--- src/rtl/crono_pkg.sv ---
// Shared types and constants for the chronometer countdown: FSM states,
// H:M:S field widths and the saturation / field-wise decrement helpers.
package crono_pkg;

  localparam int HORA_W = 4;
  localparam int MS_W   = 6;
  localparam logic [MS_W-1:0] MAX_MS = MS_W'(59);

  typedef enum logic [1:0] {
    S_IDLE  = 2'd0,
    S_RUN   = 2'd1,
    S_PAUSE = 2'd2,
    S_ALARM = 2'd3
  } state_e;

  typedef struct packed {
    logic [HORA_W-1:0] hora;
    logic [MS_W-1:0]   min;
    logic [MS_W-1:0]   seg;
  } hms_t;

  function automatic logic [MS_W-1:0] sat_ms(input logic [MS_W-1:0] v);
    return (v > MAX_MS) ? MAX_MS : v;
  endfunction

  // Borrow ripples seg -> min -> hora; a field at zero is never decremented.
  function automatic hms_t hms_dec(input hms_t t);
    hms_t r;
    r = t;
    if (t.seg != '0) begin
      r.seg = t.seg - MS_W'(1);
    end else if (t.min != '0) begin
      r.min = t.min - MS_W'(1);
      r.seg = MAX_MS;
    end else if (t.hora != '0) begin
      r.hora = t.hora - HORA_W'(1);
      r.min  = MAX_MS;
      r.seg  = MAX_MS;
    end
    return r;
  endfunction

endpackage

--- src/rtl/crono_countdown_if.sv ---
// Bus between the setpoint/control side (master) and the countdown engine (slave).
interface crono_countdown_if;
  import crono_pkg::*;

  logic [HORA_W-1:0] crono_hora;
  logic [MS_W-1:0]   crono_min;
  logic [MS_W-1:0]   crono_seg;
  logic              start;
  logic              pausa;
  logic              cancel;
  logic              ack;
  logic [HORA_W-1:0] rest_hora;
  logic [MS_W-1:0]   rest_min;
  logic [MS_W-1:0]   rest_seg;
  logic              corriendo;
  logic              fin;
  logic              tick;

  modport master (
    output crono_hora, crono_min, crono_seg, start, pausa, cancel, ack,
    input  rest_hora, rest_min, rest_seg, corriendo, fin, tick
  );

  modport slave (
    input  crono_hora, crono_min, crono_seg, start, pausa, cancel, ack,
    output rest_hora, rest_min, rest_seg, corriendo, fin, tick
  );
endinterface

--- src/rtl/crono_prescaler.sv ---
// Seconds prescaler: counts 0..TICK_CYCLES-1 while enabled, strobes at terminal count.
module crono_prescaler #(
  parameter int unsigned TICK_CYCLES = 100_000_000
) (
  input  logic clk,
  input  logic rst,
  input  logic en_i,
  input  logic clr_i,
  output logic tick_o
);
  localparam int CW = (TICK_CYCLES > 1) ? $clog2(TICK_CYCLES) : 1;
  localparam logic [CW-1:0] TC_LAST = CW'(TICK_CYCLES - 1);

  logic [CW-1:0] cnt_q, cnt_d;

  assign tick_o = en_i && (cnt_q == TC_LAST);

  always_comb begin
    cnt_d = cnt_q;
    if (clr_i)       cnt_d = '0;
    else if (tick_o) cnt_d = '0;
    else if (en_i)   cnt_d = cnt_q + CW'(1);
  end

  // NOTE: sequential state uses non-blocking assignments so every register
  // samples pre-edge values regardless of block evaluation order.
  always_ff @(posedge clk or negedge rst) begin
    if (!rst) cnt_q <= '0;
    else      cnt_q <= cnt_d;
  end
endmodule

--- src/rtl/crono_countdown.sv ---
// Countdown engine: loads the saturated H:M:S setpoint, counts it down at 1 Hz,
// raises fin on expiry and auto-returns to IDLE after ALARM_SEC seconds.
module crono_countdown
  import crono_pkg::*;
#(
  parameter int unsigned TICK_CYCLES = 100_000_000,
  parameter int unsigned ALARM_SEC   = 10
) (
  input  logic               clk,
  input  logic               rst,
  crono_countdown_if.slave   bus
);
  localparam int AW = (ALARM_SEC > 1) ? $clog2(ALARM_SEC) : 1;
  localparam logic [AW-1:0] ALARM_LAST = AW'(ALARM_SEC - 1);

  state_e        state_q;
  hms_t          rest_q;
  logic          corriendo_q;
  logic          fin_q;
  logic [AW-1:0] alarm_q;

  hms_t setp, dec;
  logic presc_en, presc_clr, presc_tick;
  logic do_cancel, do_ack, do_pausa, do_start;

  assign setp = '{hora: bus.crono_hora,
                  min:  sat_ms(bus.crono_min),
                  seg:  sat_ms(bus.crono_seg)};
  assign dec  = hms_dec(rest_q);

  // Only the highest-priority pulse of a cycle is acted upon.
  assign do_cancel = bus.cancel;
  assign do_ack    = !bus.cancel && bus.ack;
  assign do_pausa  = !bus.cancel && !bus.ack && bus.pausa;
  assign do_start  = !bus.cancel && !bus.ack && !bus.pausa && bus.start;

  assign presc_en  = (state_q == S_RUN) || (state_q == S_ALARM);
  assign presc_clr = (state_q == S_IDLE);

  crono_prescaler #(.TICK_CYCLES(TICK_CYCLES)) u_presc (
    .clk    (clk),
    .rst    (rst),
    .en_i   (presc_en),
    .clr_i  (presc_clr),
    .tick_o (presc_tick)
  );

  always_ff @(posedge clk or negedge rst) begin
    if (!rst) begin
      state_q     <= S_IDLE;
      rest_q      <= '0;
      corriendo_q <= 1'b0;
      fin_q       <= 1'b0;
      alarm_q     <= '0;
    end else begin
      case (state_q)
        S_IDLE: begin
          rest_q <= setp;
          if (do_start && setp != '0) begin
            state_q     <= S_RUN;
            corriendo_q <= 1'b1;
          end
        end
        S_RUN: begin
          if (do_cancel) begin
            state_q     <= S_IDLE;
            corriendo_q <= 1'b0;
          end else if (presc_tick && dec == '0) begin
            rest_q      <= dec;
            state_q     <= S_ALARM;
            corriendo_q <= 1'b0;
            fin_q       <= 1'b1;
            alarm_q     <= '0;
          end else begin
            if (presc_tick) rest_q <= dec;
            if (do_pausa) begin
              state_q     <= S_PAUSE;
              corriendo_q <= 1'b0;
            end
          end
        end
        S_PAUSE: begin
          if (do_cancel) begin
            state_q <= S_IDLE;
          end else if (do_start) begin
            state_q     <= S_RUN;
            corriendo_q <= 1'b1;
          end
        end
        S_ALARM: begin
          if (do_cancel || do_ack || (presc_tick && alarm_q == ALARM_LAST)) begin
            state_q <= S_IDLE;
            fin_q   <= 1'b0;
          end else if (presc_tick) begin
            alarm_q <= alarm_q + AW'(1);
          end
        end
        default: state_q <= S_IDLE;
      endcase
    end
  end

  assign bus.rest_hora = rest_q.hora;
  assign bus.rest_min  = rest_q.min;
  assign bus.rest_seg  = rest_q.seg;
  assign bus.corriendo = corriendo_q;
  assign bus.fin       = fin_q;
  assign bus.tick      = (state_q == S_RUN) && presc_tick;
endmodule

--- src/flat_wrapper.sv ---
// flat-port wrapper written by rule: the top's interface ports become plain ports
module crono_countdown_flat import crono_pkg::*;
#(
  parameter int unsigned TICK_CYCLES = 100_000_000,
  parameter int unsigned ALARM_SEC   = 10
)
  (clk, rst, bus_crono_hora, bus_crono_min, bus_crono_seg, bus_start, bus_pausa, bus_cancel, bus_ack, bus_rest_hora, bus_rest_min, bus_rest_seg, bus_corriendo, bus_fin, bus_tick);
  crono_countdown_if bus_i ();
  input  logic clk;
  input  logic rst;
  input wire logic [$bits(bus_i.crono_hora)-1:0] bus_crono_hora;
  input wire logic [$bits(bus_i.crono_min)-1:0] bus_crono_min;
  input wire logic [$bits(bus_i.crono_seg)-1:0] bus_crono_seg;
  input wire logic [$bits(bus_i.start)-1:0] bus_start;
  input wire logic [$bits(bus_i.pausa)-1:0] bus_pausa;
  input wire logic [$bits(bus_i.cancel)-1:0] bus_cancel;
  input wire logic [$bits(bus_i.ack)-1:0] bus_ack;
  output wire logic [$bits(bus_i.rest_hora)-1:0] bus_rest_hora;
  output wire logic [$bits(bus_i.rest_min)-1:0] bus_rest_min;
  output wire logic [$bits(bus_i.rest_seg)-1:0] bus_rest_seg;
  output wire logic [$bits(bus_i.corriendo)-1:0] bus_corriendo;
  output wire logic [$bits(bus_i.fin)-1:0] bus_fin;
  output wire logic [$bits(bus_i.tick)-1:0] bus_tick;
  assign bus_i.crono_hora = bus_crono_hora;
  assign bus_i.crono_min = bus_crono_min;
  assign bus_i.crono_seg = bus_crono_seg;
  assign bus_i.start = bus_start;
  assign bus_i.pausa = bus_pausa;
  assign bus_i.cancel = bus_cancel;
  assign bus_i.ack = bus_ack;
  assign bus_rest_hora = bus_i.rest_hora;
  assign bus_rest_min = bus_i.rest_min;
  assign bus_rest_seg = bus_i.rest_seg;
  assign bus_corriendo = bus_i.corriendo;
  assign bus_fin = bus_i.fin;
  assign bus_tick = bus_i.tick;
  crono_countdown #(.TICK_CYCLES(TICK_CYCLES), .ALARM_SEC(ALARM_SEC)) u_core (.clk(clk), .rst(rst), .bus(bus_i));
endmodule
--- config.mk ---
export PLATFORM = sky130hd
export DESIGN_NAME = crono_countdown_flat
export DESIGN_NICKNAME = d
export VERILOG_FILES = /design/src/rtl/crono_pkg.sv /design/src/rtl/crono_countdown_if.sv /design/src/rtl/crono_prescaler.sv /design/src/rtl/crono_countdown.sv /design/src/flat_wrapper.sv
export SDC_FILE = /design/constraint.sdc
export NUM_CORES = 1
export LEC_CHECK = 0
export CORE_UTILIZATION = 35
export CTS_CLUSTER_SIZE = 30
export DETAILED_ROUTE_END_ITERATION = 10
export PLACE_DENSITY = 0.54
export SYNTH_ARGS = -nofsm -noshare
export SYNTH_HDL_FRONTEND = slang
export SYNTH_SLANG_ARGS = --single-unit
--- constraint.sdc ---
create_clock -name clk -period 2.64 [get_ports clk]
set_input_delay 0.66 -clock clk [delete_from_list [all_inputs] [get_ports clk]]
set_output_delay 0.66 -clock clk [all_outputs]
set_load 0.005 [all_outputs]
# After elaboration in Yosys (flattened, before gate mapping)
# Index checks and enable logic that the tools add are counted.
# Widths: inputs -> output; s select.
word_totals:
  register_bits: 51
  out_inout_bits: 19
  word_cells: 100
classes:
  n_addsub: 5
  n_lt_le_gt_ge: 2
  n_eq_ne: 16
  mux: 38
  reduce_logical: 31
op_table:
  columns: ["cell", "n"]
  rows:
  - ["$mux 27", 3]
  - ["$mux 16", 4]
  - ["$pmux 16 s2", 1]
  - ["$add 27x1->27 const B", 1]
  - ["$eq 27x27->1 const B", 1]
  - ["$mux 4", 5]
  - ["$mux 6", 3]
  - ["$logic_not 16->1", 1]
  - ["$reduce_bool 16->1", 1]
  - ["$mux 2", 7]
  - ["$gt 6x6->1 const B", 2]
  - ["$mux 12", 1]
  - ["$ne 2x2->1 const B", 6]
  - ["$reduce_bool 6->1", 2]
  - ["$sub 6x1->6 const B", 2]
  - ["$logic_and 1x1->1", 10]
  - ["$mux 10", 1]
  - ["$reduce_and 5->1", 2]
  - ["$mux 1", 9]
  - ["$pmux 2 s4", 1]
  - ["$pmux 4 s2", 1]
  - ["$reduce_and 4->1", 2]
  - ["$ne 3x2->1 const B", 2]
  - ["$reduce_bool 3->1", 2]
  - ["15 further kinds", 22]

# Logic depth before layout (Yosys ltp)
# Gate-level depths: netlist of run 1.
depth:
  depth_word: 9
  ltp_mapped: 9
  mapped_depth_nobuf: 8

# Modules after synthesis
# A second synthesis of run 1 with hierarchy kept.
hier_totals:
  hier_cells: 427
  hier_area_um2: 3629.7
modules_own_cells:
  columns: ["module", "n_inst", "cells_per_inst", "area_each_um2", "seq_area_each_um2"]
  rows:
  - ["crono_countdown", 1, 255, 2048.2, 600.6]
  - ["crono_prescaler", 1, 172, 1581.5, 675.6]

# Worst setup path before layout of run 1
# Ideal clock, no wire load.
synth_path:
  path_kind: "flip-flop to flip-flop"
  start: "register u_core.rest_q, in the netlist u_core.bus.rest_min[0]"
  end: "register u_core.corriendo_q, in the netlist u_core.bus.corriendo"
  arrival_time_ns: 2.417
  t_required_ns: 2.519
  path_slack_ns: 0.103
  stages_incl_launch_ff: 9
  path_buffers: 0
  period_less_slack_ns: 2.537
  path_cell_list: "dfrtp_1 -> inv_1 -> ha_1 -> or3b_4 -> or3_4 -> a211oi_2 -> and4_1 -> nand4_2 -> a41o_1"
synth_between:
  elab_chain_len: 8
synth_lines:
  columns: ["element", "line_no", "rtl"]
  rows:
  - ["start, declared", "crono_countdown.sv:17", "hms_t rest_q;"]
  - ["start signal, assigned", "crono_countdown.sv:58", "rest_q <= setp;"]
  - ["$sub 6x1->6, or another cell as far along", "crono_pkg.sv:33", "r.min = t.min - MS_W'(1);"]
  - ["$mux 12 / $mux 4 (equally long branches)", "crono_pkg.sv:32", "end else if (t.min != '0) begin"]
  - ["$mux 10 / $mux 6 (equally long branches)", "crono_pkg.sv:30", "if (t.seg != '0) begin"]
  - ["$logic_not 16->1 *", "crono_countdown.sv:68", "end else if (presc_tick && dec == '0) begin"]
  - ["$logic_and 1x1->1 *", "crono_countdown.sv:68", null]
  - ["$mux 1", "crono_countdown.sv:68", null]
  - ["$mux 1", "crono_countdown.sv:65", "if (do_cancel) begin"]
  - ["$pmux 1 s3", "crono_countdown.sv:56", "case (state_q)"]
  - ["end signal, assigned", "crono_countdown.sv:61", "corriendo_q <= 1'b1;"]
  - ["end signal, assigned", "crono_countdown.sv:67", "corriendo_q <= 1'b0;"]
  - ["end signal, assigned", "crono_countdown.sv:71", "corriendo_q <= 1'b0;"]
  - ["end, declared", "crono_countdown.sv:18", "logic corriendo_q;"]
# Every way passes the cells marked *; elsewhere a longest branch is shown, timed or not.
# A chain may end at the register's enable or synchronous reset.

# Worst setup path in the final report of run 1
layout_path:
  start: "register u_core.u_presc.cnt_q[1]"
  end: "output bus_tick"
layout_between:
  elab_chain_len: 3
layout_lines:
  columns: ["element", "line_no", "rtl"]
  rows:
  - ["start, declared", "crono_prescaler.sv:14", "logic [CW-1:0] cnt_q, cnt_d;"]
  - ["start signal, assigned", "crono_prescaler.sv:29", "else cnt_q <= cnt_d;"]
  - ["$eq 27x27->1", "crono_prescaler.sv:16", "assign tick_o = en_i && (cnt_q == TC_LAST);"]
  - ["$logic_and 1x1->1", "crono_prescaler.sv:16", null]
  - ["$logic_and 1x1->1", "crono_countdown.sv:108", "assign bus.tick = (state_q == S_RUN) && presc_tick;"]
  - ["end, declared", "flat_wrapper.sv:23", "output wire logic [$bits(bus_i.tick)-1:0] bus_tick;"]
# Every way passes these cells.

==> out/results.ini, run 1 <==
[worst_setup_path]
r2r-end = u_core.bus.corriendo
crit_end = bus_tick
crit_arrival_ps = 1870
r2r_cells = 9
cp-end-kind = output port
r2r_start = u_core.bus.rest_min[0]
reg2reg_setup_slack_ps = 110
crit_required_ps = 1980
crit_start = u_core.u_presc.cnt_q[1]
critPathKind = reg2out
worstSetupStartpointType = register
worstPathMaxFanout = 4

[route]
dr.first_iter.drc_count = 176
wl_per_cell_um = 16.3
drcViolationCount = 0
wl_um = 10600
viasPerCell = 5.65
drtPass1Iterations = 4
drtAntennaViolNets = 0
vias = 3692

[synthesis]
async_reset_ff_frac = 1.00
seq_area_frac_synth = 0.360
synth_nets = 463
yosysTopAreaCell = dfrtp_1
syn_area_um2 = 3540
synth_cell_types = 71
yosysWarnings = 0
syn_area_per_cell_um2 = 8.14
synth_top_area_frac = 0.360
ys_ff_latch = 51
ys.flop_type = dfrtp_1
synthesis.instances = 435
netlist_top_cells_area = dfrtp_1 (36%), o21ai_0 (6.8%), nand2_1 (6.1%)
synth-edff-count = 0

[global_routing]
overflow = 0
first_global_vias = 3361
antenna_found_initial = 0
grt_max_degree = 42
grt_util_all_layers = 0.210
grt_pass1_wl_um = 17100

[place]
placed_area_um2 = 4430
dp_hpwl_um = 7810
gp_congestion = 0.976
io_buffers = 40

[cells_and_area]
register_area_um2 = 1280
mostFrequentLayoutCell = nand2_1
drive_gt1_frac = 0.206
diodes = 0
multi_input_area_um2 = 2250
syn_to_final_growth_pct = 34.4
fin_nets = 547
final_cell_mix = nand2_1 (58), buf_4 (53), dfrtp_1 (50)
fillers = 964
final_design_area_no_fill_um2 = 4760

[floorplan]
die_area_um2 = 10500
core_um2 = 9770
die_y_um = 103
rows = 36
start_util = 0.362
die_w_um = 103
ios = 41

[pwr]
seqPwrFrac = 0.349
max-vdd-ir-drop_mv = 0.368
switching_power_mw = 0.979
combPwrFrac = 0.401
internal_power_mw = 1.80
p_per_area_nw_per_um2 = 584
clockPowerShare = 0.249
p_leak_nw = 1.95
swShare = 0.352

[sta]
tightest_slew_ps = 616
rsz0062_at_grt = no
post-route-min-period_ps = 2530
setup_viol = 0
hold_viol_final = 0
fmax_ghz = 0.395
slew_headroom = 0.585
hold-worst-slack_ps = 205
fin_crit_sh = 0.959
slew_violations = 0
fin_skew_ps = 15.4

[clock_tree]
cts.sinks = 51
clk_path_buf_depth = 2
cts_buffers = 5
cts_tree = built
clkTransAtPathRegs_ps = 110
clockRootBuffer = clkbuf_8
htreeDepth = 2
insertion_delay_ps = 330

[outcome]
status = completed

[worst_hold_path]
hp-class = in2async

[flow_run]
cap_violations = 0

==> power by group through the flow <==
stage | Combinational (mW) | Sequential (mW) | Clock (mW)
floorplan | 0.538 | 0.989 | 0
global placement | 1.07 | 0.983 | 0
detailed placement | 1.07 | 0.983 | 0
CTS | 1.09 | 0.968 | 0.713
global route | 1.21 | 0.988 | 0.735
finish | 1.12 | 0.972 | 0.693
==> critical path: stages, from the launching register on <==
cell	delay, ps
dfrtp_1	370
ha_2	210
nand3_2	90
or3_4	350
nor4_4	260
and2_1	160
clkbuf_2	110
==> per-stage QoR <==
stage / worst slack, ps / setup TNS, ps / utilization / power [mW] / cells
floorplan: 103 / 0 / - / 1.53 / 435
global placement: 2.47 / 0 / 0.453 / 2.05 / 639
detailed placement: -32.1 / -41.8 / 0.453 / 2.05 / 639
CTS: -74.9 / -519 / 0.481 / 2.77 / 656
global route: 6.28 / 0 / 0.487 / 2.94 / 653
finish: 108 / 0 / 0.487 / 2.78 / 653
==> per-layer routing <==
metal	vias up	track usage	share of wire
li1	1792	-	-
met4	0	0.0505	0.011
met5	-	0	0
met3	9	0.0359	0.044
met2	90	0.321	0.45
met1	1801	0.306	0.50
==> registers in the layout (all words and copies together), names as in the netlist <==
| name | flops |
|---|---|
| u_core.bus.rest_hora | 4 |
| u_core.bus.rest_min | 6 |
| u_core.bus.rest_seg | 6 |
| u_core.state_q | 2 |
| u_core.alarm_q | 4 |
| u_core.u_presc.cnt_q | 27 |
| u_core.bus.fin | 1 |
| u_core.bus.corriendo | 1 |
==> layout make-up <==
cell class | instances | area share
Multi-Input combinational cell | 345 | 0.472
Sequential cell | 51 | 0.268
Timing Repair Buffer | 98 | 0.181
Tap cell | 133 | 0.0350
Clock inverter | 3 | 0.0150
Clock buffer | 5 | 0.0145
Inverter | 18 | 0.0142
==> worst min path at each step <==
| stage | startpoint | endpoint | slack (ps) | depth (start not counted) |
|---|---|---|---|---|
| 2_1_floorplan | rst | u_core.alarm_q[0] | 360 | 0 |
| 3_3_place_gp | u_core.u_presc.cnt_q[5] | u_core.u_presc.cnt_q[5] | 490 | 1 |
| 3_5_place_dp | u_core.u_presc.cnt_q[23] | u_core.u_presc.cnt_q[23] | 490 | 1 |
| 4_1_cts | rst | u_core.bus.rest_seg[4] | 210 | 1 |
| 5_1_grt | rst | u_core.bus.rest_seg[4] | 220 | 1 |
| 6_report | rst | u_core.bus.rest_seg[4] | 200 | 1 |
==> cell families (layout without fill, tap and decap cells) <==
group | after synthesis | after routing | synth area share
compound gates | 139 | 139 | 0.252
xor+xnor | 6 | 6 | 0.0148
fa+ha+maj | 6 | 6 | 0.0212
buf+inv | 39 | 124 | 0.0442
flops | 51 | 51 | 0.360
mux | 3 | 3 | 0.00883
simple gates | 191 | 191 | 0.298
==> cell usage after synthesis, types with 5 or more instances <==
library cell	number
nand2_1	58
dfrtp_1	51
o21ai_0	48
nor2_1	29
a21oi_1	24
inv_1	18
a31oi_1	15
clkbuf_1	15
nand3_1	15
nor4_1	12
nor3_1	9
nand4_1	8
and3_1	6
ha_1	6
nand2b_1	6
and2_1	5
and4_1	5
buf_2	5
o41ai_1	5
==> timing repair <==
action | 4_1_cts | 5_1_grt
buffers inserted | 9 | 1
resized for setup | 14 | 22
hold buffers | 0 | 0
pin swaps | 4 | 14
setup endpoints to repair | 1 | 48
Note: power is estimated with default switching activity, not from simulation.
==> inputs of run 2 (changes only) <==
- CTS_BUF_LIST: not set -> sky130_fd_sc_hd__clkbuf_4
==> run 2 against run 1 <==
Against the previous run: sequential share of layout area is 0.66 points lower; clock power is 13% lower; count of clock-buffer cells in the layout did not move; sequential power about the same; flip-flop and latch count is the same; core utilization rose by 1.2 points; via count grew 0.33%; global-route usage increased by 0.49 points; cell area up 2.4%; critical endpoint unchanged; largest cell class unchanged; highest routed layer unchanged.
==> out/results.ini, run 2 (synthesis results as in run 1) <==
[pwr]
seqPwrFrac = 0.349  ; about the same
max-vdd-ir-drop_mv = 0.368  ; +0.13%
combPwrFrac = 0.433  ; +0.032
finalPower_mw = 2.78  ; about the same
switching_power_mw = 1.01  ; +3.0%
internal_power_mw = 1.77  ; -1.7%
clockPowerShare = 0.218  ; -0.031
swShare = 0.362  ; +0.0107
p_per_area_nw_per_um2 = 570  ; -2.4%
p_leak_nw = 2.00  ; +2.4%

[route]
wl_per_cell_um = 16.7  ; +2.6%
wl_um = 11000  ; +3.4%
viasPerCell = 5.63  ; -0.44%
drcViolationCount = 0  ; unchanged
drtPass1Iterations = 5  ; +1
drtAntennaViolNets = 0  ; unchanged
dr.first_iter.drc_count = 242  ; +38%
vias = 3704  ; +0.33%

[flow_run]
cap_violations = 0  ; unchanged

[place]
pre_cts_slack_ps = -32.1  ; unchanged
io_buffers = 40  ; unchanged
gp_congestion = 0.976  ; unchanged
dp_hpwl_um = 7810  ; unchanged
placed_area_um2 = 4430  ; unchanged
placed_cells = 639  ; unchanged

[cells_and_area]
final_design_area_no_fill_um2 = 4880  ; +2.4%
largest_reg_flops = 27  ; unchanged
diodes = 0  ; unchanged
syn_to_final_growth_pct = 37.7
fin_nets = 552  ; +0.91%
fin_cells = 658  ; +0.77%
final_cell_mix = nand2_1 (57), buf_4 (52), dfrtp_1 (51)
top_register = u_core.u_presc.cnt_q
multi_input_area_um2 = 2290  ; +2.1%
register_area_um2 = 1280  ; about the same
fillers = 951  ; -1.3%
drive_gt1_frac = 0.217  ; +0.0114
mostFrequentLayoutCell = nand2_1

[worst_setup_path]
cp-end-kind = output port
crit_slowest_cell = dfrtp_1
path_buf_inv = 2  ; +1
crit_arrival_ps = 1940  ; +70 ps
worstPathMaxFanout = 2  ; -2
worstSetupStartpointType = register
path_cells = nor4bb_4, buf_4, nand3_4, nor4_4, and2_1, buf_2
path_delay_family = simple AND/OR/NAND/NOR gates
max_stage_delay_ps = 450  ; +80 ps
critPathKind = reg2out
crit_required_ps = 1980  ; about the same

[clock_tree]
cts_buffers = 5  ; unchanged
cts_tree = built
clk_path_buf_depth = 2  ; unchanged
htreeDepth = 2  ; unchanged
clkTransAtPathRegs_ps = 190  ; +80 ps
insertion_delay_ps = 410  ; +80 ps
clockRootBuffer = clkbuf_4
cts.sinks = 51  ; unchanged

[sta]
layout_setup_ws_ps = 39.8  ; -68.4 ps
fin_crit_sh = 0.985  ; +0.0259
slew_headroom = 0.595  ; +0.00910
tightest_slew_ps = 603  ; -13.5 ps
rsz0062_at_grt = yes
setup_viol = 0  ; unchanged
fmax_ghz = 0.385  ; -2.6%
hold_viol_final = 0  ; unchanged
slew_violations = 0  ; unchanged
fin_skew_ps = 25.6  ; +10.2 ps
post-route-min-period_ps = 2600  ; +68.4 ps

[worst_hold_path]
hp-class = in2async

[floorplan]
rows = 36  ; unchanged
core_um2 = 9770  ; unchanged
ios = 41  ; unchanged
die_y_um = 103  ; unchanged
die_area_um2 = 10500  ; unchanged
die_w_um = 103  ; unchanged
start_util = 0.362  ; unchanged

[global_routing]
overflow = 0  ; unchanged
grt_pass1_wl_um = 17500  ; +2.3%
first_global_vias = 3404  ; +1.3%
antenna_found_initial = 0  ; unchanged
grt_max_degree = 42  ; unchanged
grt_util_all_layers = 0.215  ; +0.00492

[outcome]
status = completed

==> run 2: path summary, 6_finish.rpt <==
check / start / depth (start not counted) / end / slack, ps
max: u_core.u_presc.cnt_q[19] / 6 / bus_tick / 40
min: rst / 1 / u_core.bus.rest_seg[4] / 120
max reg2reg: u_core.bus.rest_min[0] / 9 / u_core.bus.corriendo / 80
min reg2reg: u_core.u_presc.cnt_q[23] / 1 / u_core.u_presc.cnt_q[23] / 510
max in group asynchronous: rst / 2 / u_core.alarm_q[1] / 1990
min in group clk: u_core.u_presc.cnt_q[23] / 1 / u_core.u_presc.cnt_q[23] / 510
==> run 2: power groups by stage <==
| stage | registers (mW) | logic, mW | clock network [mW] |
|---|---|---|---|
| final | 0.971 | 1.20 | 0.605 |
| after global routing | 0.988 | 1.30 | 0.640 |
| after CTS | 0.969 | 1.14 | 0.617 |
| after detailed placement | 0.983 | 1.07 | 0 |
| after global placement | 0.983 | 1.07 | 0 |
| after floorplan | 0.989 | 0.538 | 0 |
==> run 2: layer usage <==
metal	wire length (um)	GRT usage	share of wire
met1	5460	0.315	0.50
met2	4980	0.330	0.45
met3	408	0.0292	0.037
met4	130	0.0560	0.012
met5	0	0	0
==> run 2: layout make-up <==
cell class | count | share of cell area
Multi-Input combinational cell | 345 | 0.470
Sequential cell | 51 | 0.262
Timing Repair Buffer | 103 | 0.198
Tap cell | 133 | 0.0341
Clock inverter | 3 | 0.0146
Inverter | 18 | 0.0139
Clock buffer | 5 | 0.00770
==> run 2: per-stage QoR <==
step	setup TNS (ps)	hold WS [ps]	utilization
after floorplan	0	364	-
after global placement	0	491	0.453
after detailed placement	-41.8	487	0.453
after CTS	0	113	0.488
after global routing	-90.1	113	0.499
final	0	118	0.499
==> run 2: repair_timing <==
item                                    4_1_cts  5_1_grt
setup buffers                                11        3
pin swaps                                     7       13
hold buffers                                  0        0
gates cloned                                  2        0
endpoints found under the setup margin        1       37
resized for setup                            27       24
endpoints found under the hold margin         0        0
